<file path="config.mk">
export PLATFORM = sky130hd
export DESIGN_NAME = future_sbox
export DESIGN_NICKNAME = d
export VERILOG_FILES = /design/src/rtl/future_sbox_pkg.sv /design/src/rtl/future_sbox_lut.sv /design/src/rtl/future_sbox.sv
export SDC_FILE = /design/constraint.sdc
export NUM_CORES = 1
export LEC_CHECK = 0
export CORE_AREA = 2 2 39 41
export DETAILED_ROUTE_END_ITERATION = 7
export DIE_AREA = 0 0 41 43
export PLACE_DENSITY = 0.53
export RECOVER_POWER = 25
export REMOVE_ABC_BUFFERS = 1
export SYNTH_ARGS = -nofsm -noshare
export SYNTH_HDL_FRONTEND = slang
export SYNTH_SLANG_ARGS = --single-unit
export TNS_END_PERCENT = 5
</file>
<file path="constraint.sdc">
create_clock -name clk -period 0.9 [get_ports clk]
set_clock_uncertainty 0.15 [all_clocks]
set_input_delay 0.09 -clock clk [delete_from_list [all_inputs] [get_ports clk]]
set_output_delay 0.09 -clock clk [all_outputs]
set_load 0.005 [all_outputs]
</file>
<file path="src/rtl/future_sbox_pkg.sv">
// Shared tables and lookup helpers for the FUTURE cipher 4-bit S-box.
// The inverse helper is built only when FUTURE_SB_INVERSE_EN is defined.
package future_sbox_pkg;

    localparam int SBOX_W = 4;

    localparam logic [SBOX_W-1:0] SBOX_FWD [16] = '{
        4'h1, 4'h3, 4'h0, 4'h2, 4'h7, 4'hE, 4'h4, 4'hD,
        4'h9, 4'hB, 4'h8, 4'hA, 4'hF, 4'h6, 4'hC, 4'h5
    };

    localparam logic [SBOX_W-1:0] SBOX_INV [16] = '{
        4'h2, 4'h0, 4'h3, 4'h1, 4'h6, 4'hF, 4'hD, 4'h4,
        4'hA, 4'h8, 4'hB, 4'h9, 4'hE, 4'h7, 4'h5, 4'hC
    };

    function automatic logic [SBOX_W-1:0] sbox_fwd(input logic [SBOX_W-1:0] x);
        return SBOX_FWD[x];
    endfunction

`ifdef FUTURE_SB_INVERSE_EN
    function automatic logic [SBOX_W-1:0] sbox_inv(input logic [SBOX_W-1:0] x);
        return SBOX_INV[x];
    endfunction
`endif

endpackage

</file>
<file path="src/rtl/future_sbox_lut.sv">
// Combinational 4-in/4-out FUTURE S-box table.
// With FUTURE_SB_INVERSE_EN the inv input selects the inverse table.
module future_sbox_lut
    import future_sbox_pkg::*;
(
    input  logic [SBOX_W-1:0] x,
`ifdef FUTURE_SB_INVERSE_EN
    input  logic              inv,
`endif
    output logic [SBOX_W-1:0] y
);

`ifdef FUTURE_SB_INVERSE_EN
    always_comb begin
        y = sbox_fwd(x);
        if (inv) begin
            y = sbox_inv(x);
        end
    end
`else
    always_comb begin
        y = sbox_fwd(x);
    end
`endif

endmodule

</file>
<file path="src/rtl/future_sbox.sv">
// FUTURE cipher S-box with one cycle of registered latency, one per round nibble.
// Optional inverse table and inv port enabled by FUTURE_SB_INVERSE_EN.
module future_sbox
    import future_sbox_pkg::*;
(
    input  logic clk,
    input  logic rst_n,
    input  logic in_valid,
    input  logic x0,
    input  logic x1,
    input  logic x2,
    input  logic x3,
`ifdef FUTURE_SB_INVERSE_EN
    input  logic inv,
`endif
    output logic out_valid,
    output logic y0,
    output logic y1,
    output logic y2,
    output logic y3
);

    // Valid-only stream: a nibble is taken on every edge where in_valid=1,
    // out_valid follows one cycle later, and there is no backpressure.
    logic [SBOX_W-1:0] w_x;
    logic [SBOX_W-1:0] w_sub;
    logic [SBOX_W-1:0] r_y;
    logic              r_valid;

    assign w_x = {x3, x2, x1, x0};

    future_sbox_lut u_lut (
        .x   (w_x),
`ifdef FUTURE_SB_INVERSE_EN
        .inv (inv),
`endif
        .y   (w_sub)
    );

    // y loads only on valid edges, so idle-cycle inputs never reach it.
    always_ff @(posedge clk or negedge rst_n) begin
        if (!rst_n) begin
            r_y     <= '0;
            r_valid <= 1'b0;
        end else begin
            r_valid <= in_valid;
            if (in_valid) begin
                r_y <= w_sub;
            end
        end
    end

    assign out_valid = r_valid;
    assign {y3, y2, y1, y0} = r_y;

endmodule

</file>
* Word level (Yosys, flattened, before mapping)
Memories as Yosys holds them, arrays and structs flattened. A register that Yosys moved wholly into a read port is not among the register bits.
Cells that the tools add are included.
** Storage, ports and cells
- Memories :: 1
- Bits of input ports :: 7
- Register bits :: 1
- Word-level logic and storage cells :: 4
- ROM bits :: 64
- Output and inout bits :: 5
** Memory list
- (no name shown) :: words 16, bits a word 4, rd ports 1, clocked after Yosys merged registers in 1, write ports 0, RTL line future_sbox_pkg.sv:18 : return SBOX_FWD[x];
** Operators by class
- Reduce and logical (&&, ||, !) cells :: 1
- Bitwise logic cells :: 1
** Operators with widths (number)
- 4-bit NOT with 5-bit output :: 1
- 1-bit zero test :: 1

* Logic depth before layout (Yosys ltp)
Gate-level depths: netlist of the first run.
- Depth after elaboration :: 1
- Mapped depth :: 3
- Mapped depth without buffers :: 2

* By module
A second synthesis of the first run with hierarchy kept.
** Unflattened totals
- Cells, all modules :: 15
- Area total of the unflattened synthesis :: 215.2 µm²
** Modules (own cells, without submodules)
- future_sbox :: seq. area each 125.1 µm², area an instance 170.2 µm², times used 1, cells each 9
- future_sbox_lut :: seq. area each 0.0 µm², area an instance 45.0 µm², times used 1, cells each 6

* Least setup slack after synthesis of the first run
No wires, ideal clock.
- Kind :: reg-to-reg
- Start point :: register r_y[2] (netlist name)
- End point :: register r_y[2]
- Period minus slack after synthesis :: 0.898 ns
- Data required time :: 0.625 ns
- Slack :: 0.002 ns
- Cell stages (with the launch flop) :: 2
- Arrival time :: 0.623 ns
- Path buffers :: 0
- Setup time :: 0.125 ns
- Cell sequence :: dfrtp_1 -> mux2_4
** RTL lines
- end, declared :: RTL line future_sbox.sv:27 : logic [SBOX_W-1:0] r_y;

* Final worst setup path of the first run
- Start point :: register r_y[2]
- End point :: output port y2
** RTL lines
- end, declared :: RTL line future_sbox.sv:19 : output logic y2,
No word-level cell between the ends.

==> run summary, run 1 <==
transition time at the pin with the least slew margin = 0.228 ns
crit path kind = register to output pin
power density over cell area = 1610 mW/mm2
leftover overflow at the end of global routing = 0
number of cells on the worst reg-to-reg path = 3
FILL cells = 147
Post-DRT Antenna Nets = 0
fraction of final layout cells with drive strength greater than 1 = 0.474
sequential share of power = 0.405
diodes inserted = 0
simple-gate portion of the synthesized area = 0.207
#FFs+latches synth = 5
sequential area share after synthesis = 0.543
biggest cell delay along the critical path = 0.37 ns
Slowest-stage cell, CP = sky130_fd_sc_hd__dfrtp_1
top library cells by usage in the layout, fill and taps aside = sky130_fd_sc_hd__dfrtp_1, sky130_fd_sc_hd__buf_2, sky130_fd_sc_hd__buf_4
worst-case register-to-register setup slack = 0 ns
horizontal extent of the die = 41 um
biggest fanout along the worst timing path = 2
starting density of the core = 0.166
arithmetic-cell share of the synthesized area counting full adders, half adders and majority gates = 0
final setup margin = -0.0677 ns
Reg2Reg Launch Point = r_y[0]
Cell Area, Synth = 230 um2
total number of placement rows = 14
final hold violation count = 5
first-pass iteration count of the detailed router = 4
run status = complete, but fails checks
total via count in the routed design = 222
Die Span Y = 43 um
Clock Path Buffers = 2
sort of element at the end of the critical path = output pin
internal power of the cells = 0.494 mW
Syn-to-layout area delta = 71.2%
family with the most delay on the worst path = flip-flops
crit share post-route = 1.08
RePlAce Congestion = 0.606
die footprint = 0.00176 mm2
buffer cell driving the clock tree root = sky130_fd_sc_hd__clkbuf_4
failing checks = negative hold slack, negative setup slack
final-stage net count = 46
RSZ-0062 raised after global routing = yes
number of max-cap violations = 0
final cell utilization of the core = 0.285
number of global-route vias before repair = 216
count of buffer and inverter cells on the critical path = 1
main combinational cell family by area after synthesis = simple AND/OR/NAND/NOR gates
mean post-synth cell area = 11.5 um2
required time reported for the critical path endpoint = 0.66 ns
clock slew at the register clock pins of the worst setup and hold paths = 0.04 ns
DRT iter0 DRCs = 4
maximum number of pins on one net before global-route repair = 9
proportion of total power due to net switching = 0.221
Slew Limit Fails = 0
H-tree levels = 1
antenna violations before repair = 0
Leak = 0.182 nW
crit path time final = 0.968 ns
core footprint = 0.00138 mm2
warning count from the yosys run = 0
Max Clock Freq = 1030 MHz
DR vias/cell = 4.11
Top Ports = 12
Hold Slack = -0.00284 ns
multiplexer share of the synthesized area = 0.0652
overall fraction of global-route tracks in use = 0.0714
multi-input gate area in the final layout = 104 um2
number of distinct library cells after synthesis = 12
Clock Sink Count = 5
share of total power in the clock network = 0.383
sequential cell area in the final layout = 125 um2
arrival time worst endpoint = 0.73 ns
Compound-Gate Fraction of Synth Area = 0.103
Max transition margin = 0.847
Reg2Reg Capture Point = r_y[0]
maximum vdd ir drop = 0.308 mV
number of failing setup endpoints in the final timing report = 7
Hold/Removal Path Class = input pin to async pin
number of port buffers = 11
Synth Area in XOR/XNOR = 0
Inserted Clock Buffers = 3
cell count after synthesis = 20
first-pass GRT wire length = 814 um
critical-path cell list = buf_2
worst-skew pair later-pin latency = 0.23 ns
proportion of power drawn by combinational gates = 0.212
Startpoint Class = register
DRC violations left = 0
Switch Pwr = 0.140 mW
Total Wirelength = 537 um
Total Negative Setup Slacks = -0.298 ns
wire per inst = 9.94 um
TritonCTS clock tree = done
## worst max-delay path by stage
stage | startpoint | end | depth (start not counted)
after global routing | r_y[2] | y2 | 1
after floorplan | r_y[2] | r_y[2] | 1
after CTS | r_y[2] | y2 | 1
final | r_y[2] | y2 | 1
after global placement | x2 | r_y[3] | 3
after detailed placement | x2 | r_y[0] | 3
## metal layers
layer / routed length (um) / up-vias / part of all wire / track usage
met5: 0 / - / 0 / 0
met4: 0 / 0 / 0 / 0.0600
met3: 74 / 0 / 0.14 / 0.0209
met2: 254 / 12 / 0.47 / 0.119
met1: 208 / 103 / 0.39 / 0.0647
li1: - / 107 / - / -
## logic make-up (layout without fill, tap and decap cells)
kind of cell / after synthesis / count (layout)
AO/OA/AOI/OAI: 3 / 3
flip-flops: 5 / 5
buffers and inverters: 3 / 21
multiplexers: 1 / 1
AND/OR/NAND/NOR: 8 / 8
## cell usage after synthesis (all sizes together)
master  number  share of area
nand4b       1          0.038
nand2        1          0.016
buf          1          0.049
nand4        1          0.027
nand2b       3          0.082
a31oi        1          0.027
mux2         1          0.065
o221ai       2          0.076
dfrtp        5           0.54
inv          2          0.033
nor2         1          0.016
and2         1          0.027
## sequential cells by signal (all words and copies together) (netlist names)
name	flops
r_y	4
out_valid	1
## area by class of cell
class,count,share of cell area
Clock buffer,4,0.0667
Inverter,2,0.0190
Multi-Input combinational cell,12,0.263
Sequential cell,5,0.317
Tap cell,16,0.0508
Timing Repair Buffer,15,0.283
## timing repair
action / CTS / global route
endpoints found under the hold margin: 5 / 5
setup buffers: 3 / 0
resized for setup: 25 / 1
endpoints found under the setup margin: 9 / 9
pin swaps: 2 / 1
## power groups by stage
stage / logic, mW / clock network [mW] / registers, mW
4_1_cts: 0.131 / 0.256 / 0.257
3_3_place_gp: 0.139 / 0 / 0.260
2_1_floorplan: 0.0312 / 0 / 0.263
3_5_place_dp: 0.138 / 0 / 0.261
5_1_grt: 0.150 / 0.273 / 0.258
6_report: 0.134 / 0.243 / 0.257
## stage by stage
stage / instance area (um2) / cells / worst slack (ns) / power (mW)
2_1_floorplan: 219 / 19 / 0.00170 / 0.294
3_3_place_gp: 372 / 49 / -0.334 / 0.399
3_5_place_dp: 372 / 49 / -0.361 / 0.400
4_1_cts: 388 / 54 / -0.0806 / 0.644
5_1_grt: 394 / 54 / -0.103 / 0.682
6_report: 394 / 54 / -0.0677 / 0.634
## worst reg2reg max path, delay by kind of cell, from the launching register on
kind	cells	cell delay, ns
AOI/OAI and AO/OA	1	0.08
buffers and inverters	2	0.18
DFF	1	0.37
Power figures use the tool's default switching activity.
==> inputs of run 2 (changes only) <==
--- a/config.mk
+++ b/config.mk
@@ -11,6 +11,7 @@
 export PLACE_DENSITY = 0.53
 export RECOVER_POWER = 25
 export REMOVE_ABC_BUFFERS = 1
+export SLEW_MARGIN = 5
 export SYNTH_ARGS = -nofsm -noshare
 export SYNTH_HDL_FRONTEND = slang
 export SYNTH_SLANG_ARGS = --single-unit
==> results of run 2 <==
No change in the layout: final DEF, timing and power equal those of run 1.
==> inputs of run 3 (changes only) <==
--- a/config.mk
+++ b/config.mk
@@ -8,7 +8,8 @@
 export CORE_AREA = 2 2 39 41
 export DETAILED_ROUTE_END_ITERATION = 7
 export DIE_AREA = 0 0 41 43
-export PLACE_DENSITY = 0.53
+export HOLD_SLACK_MARGIN = 0.02
+export PLACE_DENSITY = 0.52
 export RECOVER_POWER = 25
 export REMOVE_ABC_BUFFERS = 1
 export SLEW_MARGIN = 5
==> constraint.sdc (replaced) <==
create_clock -name clk -period 1.15 [get_ports clk]
set_clock_uncertainty 0.15 [all_clocks]
set_input_delay 0.115 -clock clk [delete_from_list [all_inputs] [get_ports clk]]
set_output_delay 0.115 -clock clk [all_outputs]
set_load 0.005 [all_outputs]
==> run summary, run 3 (same netlist as run 1, synthesis figures left out) <==
antenna violations before repair = 0 (unchanged)
core footprint = 0.00138 mm2 (unchanged)
DRT iter0 DRCs = 1 (was 4)
total placed cells including tap cells = 48 (was 49)
biggest cell delay along the critical path = 0.37 ns (about the same)
wire per inst = 10.2 um (was 9.94 um)
biggest fanout along the worst timing path = 2 (unchanged)
proportion of power drawn by combinational gates = 0.199 (was 0.212)
number of global-route vias before repair = 218 (was 216)
sequential share of power = 0.402 (was 0.405)
worst-skew pair later-pin latency = 0.24 ns (was 0.23 ns)
overall fraction of global-route tracks in use = 0.0915 (was 0.0714)
sort of element at the end of the critical path = output pin (unchanged)
Top Ports = 12 (unchanged)
first-pass GRT wire length = 938 um (was 814 um)
fraction of final layout cells with drive strength greater than 1 = 0.184 (was 0.474)
number of flip-flops in the largest register = 4 (unchanged)
required time reported for the critical path endpoint = 0.88 ns (was 0.66 ns)
H-tree levels = 1 (unchanged)
RSZ-0062 raised after global routing = no (was yes)
RePlAce Congestion = 0.735 (was 0.606)
critical-path cell list = clkdlybuf4s15_1 (was buf_2)
Syn-to-layout area delta = 77.2% (was 71.2%)
final cell count without fillers = 54 (unchanged)
Total Wirelength = 551 um (was 537 um)
power density over cell area = 1230 mW/mm2 (was 1610 mW/mm2)
Hold/Removal Path Class = input pin to register (was input pin to async pin)
Clock Path Buffers = 2 (unchanged)
Switch Pwr = 0.113 mW (was 0.140 mW)
internal power of the cells = 0.390 mW (was 0.494 mW)
DR vias/cell = 3.98 (was 4.11)
count of buffer and inverter cells on the critical path = 1 (unchanged)
Inserted Clock Buffers = 3 (unchanged)
buffer cell driving the clock tree root = sky130_fd_sc_hd__clkbuf_4 (unchanged)
Leak = 0.176 nW (was 0.182 nW)
transition time at the pin with the least slew margin = 0.252 ns (was 0.228 ns)
Clock Sink Count = 5 (unchanged)
clock slew at the register clock pins of the worst setup and hold paths = 0.04 ns (about the same)
maximum number of pins on one net before global-route repair = 8 (was 9)
final-stage net count = 46 (unchanged)
final non-filler cell area = 408 um2 (was 394 um2)
maximum vdd ir drop = 0.309 mV (was 0.308 mV)
run status = finished, final reports clean (was complete, but fails checks)
number of port buffers = 11 (unchanged)
final setup margin = 0.0690 ns (was -0.0677 ns)
TritonCTS clock tree = done (unchanged)
horizontal extent of the die = 41 um (unchanged)
Slowest-stage cell, CP = sky130_fd_sc_hd__dfrtp_1 (unchanged)
crit path kind = register to output pin (unchanged)
family with the most delay on the worst path = flip-flops (unchanged)
Top reg by flops = r_y (unchanged)
number of failing setup endpoints in the final timing report = 0 (was 7)
FILL cells = 147 (unchanged)
Max transition margin = 0.831 (was 0.847)
Slew Limit Fails = 0 (unchanged)
diodes inserted = 0 (unchanged)
commonest non-fill, non-tap cell in the layout = sky130_fd_sc_hd__clkdlybuf4s50_1
leftover overflow at the end of global routing = 0 (unchanged)
starting density of the core = 0.166 (unchanged)
DRC violations left = 0 (unchanged)
crit share post-route = 0.940
share of total power in the clock network = 0.399 (was 0.383)
total number of placement rows = 14 (unchanged)
placed standard-cell area = 364 um2 (was 372 um2)
Die Span Y = 43 um (unchanged)
Post-DRT Antenna Nets = 0 (unchanged)
Startpoint Class = register (unchanged)
total via count in the routed design = 215 (was 222)
die footprint = 0.00176 mm2 (unchanged)
top library cells by usage in the layout, fill and taps aside = sky130_fd_sc_hd__clkdlybuf4s50_1, sky130_fd_sc_hd__dfrtp_1, sky130_fd_sc_hd__clkdlybuf4s15_1 (was sky130_fd_sc_hd__dfrtp_1, sky130_fd_sc_hd__buf_2, sky130_fd_sc_hd__buf_4)
proportion of total power due to net switching = 0.224 (was 0.221)
first-pass iteration count of the detailed router = 2 (was 4)
final hold violation count = 0 (was 5)
arrival time worst endpoint = 0.82 ns (was 0.73 ns)
Max Clock Freq = 925 MHz
number of max-cap violations = 0 (unchanged)
DP Worst Slack = -0.123 ns (was -0.361 ns)
crit path time final = 1.08 ns
-- run 3: area by class of cell --
cell class,count,area [um2],share of cell area
repair buffers,15,143,0.350
flip-flops and latches,5,125,0.307
multi-input cells,12,86.3,0.212
clock buffers,4,26.3,0.0644
well taps,16,20.0,0.0491
inverters,2,7.51,0.0184
-- run 3: final timing paths --
kind	startpoint	endpoint	slack [ns]	cells past startpoint
min reg2reg	r_y[1]	r_y[1]	0.40	2
max reg2reg	r_y[2]	r_y[2]	0.13	2
min in group asynchronous	rst_n	out_valid	0.50	2
max	r_y[0]	y0	0.07	1
max in group asynchronous	rst_n	r_y[2]	0.15	2
min	x3	r_y[3]	0.35	3
-- run 3: what timing repair did --
item                                   in CTS  in global routing
resized for setup                           6                  4
buffers inserted                            1                  0
setup endpoints to repair                   5                  4
endpoints found under the hold margin       5                  0
hold buffers                                1                  0
-- run 3: power groups by stage --
stage / Clock [mW] / Combinational (mW) / Sequential [mW]
after floorplan: 0 / 0.0244 / 0.206
after global placement: 0 / 0.100 / 0.204
after detailed placement: 0 / 0.102 / 0.206
after CTS: 0.212 / 0.0996 / 0.202
after global routing: 0.239 / 0.112 / 0.204
final: 0.200 / 0.0999 / 0.202
-- run 3: stage by stage --
stage / TNS [ns] / utilization / power (mW) / hold slack (ns)
floorplan: 0 / - / 0.230 / -0.331
global placement: -0.320 / 0.263 / 0.305 / 0.198
detailed placement: -0.379 / 0.263 / 0.308 / 0.221
CTS: 0 / 0.291 / 0.514 / 0.348
global route: 0 / 0.295 / 0.555 / 0.375
finish: 0 / 0.295 / 0.502 / 0.353
-- run 3: metal layers --
metal | up-vias | track usage | share of wire
met4 | 0 | 0.100 | 0.015
li1 | 107 | - | -
met5 | - | 0 | 0
met1 | 96 | 0.0935 | 0.42
met3 | 2 | 0.0471 | 0.076
met2 | 10 | 0.119 | 0.48
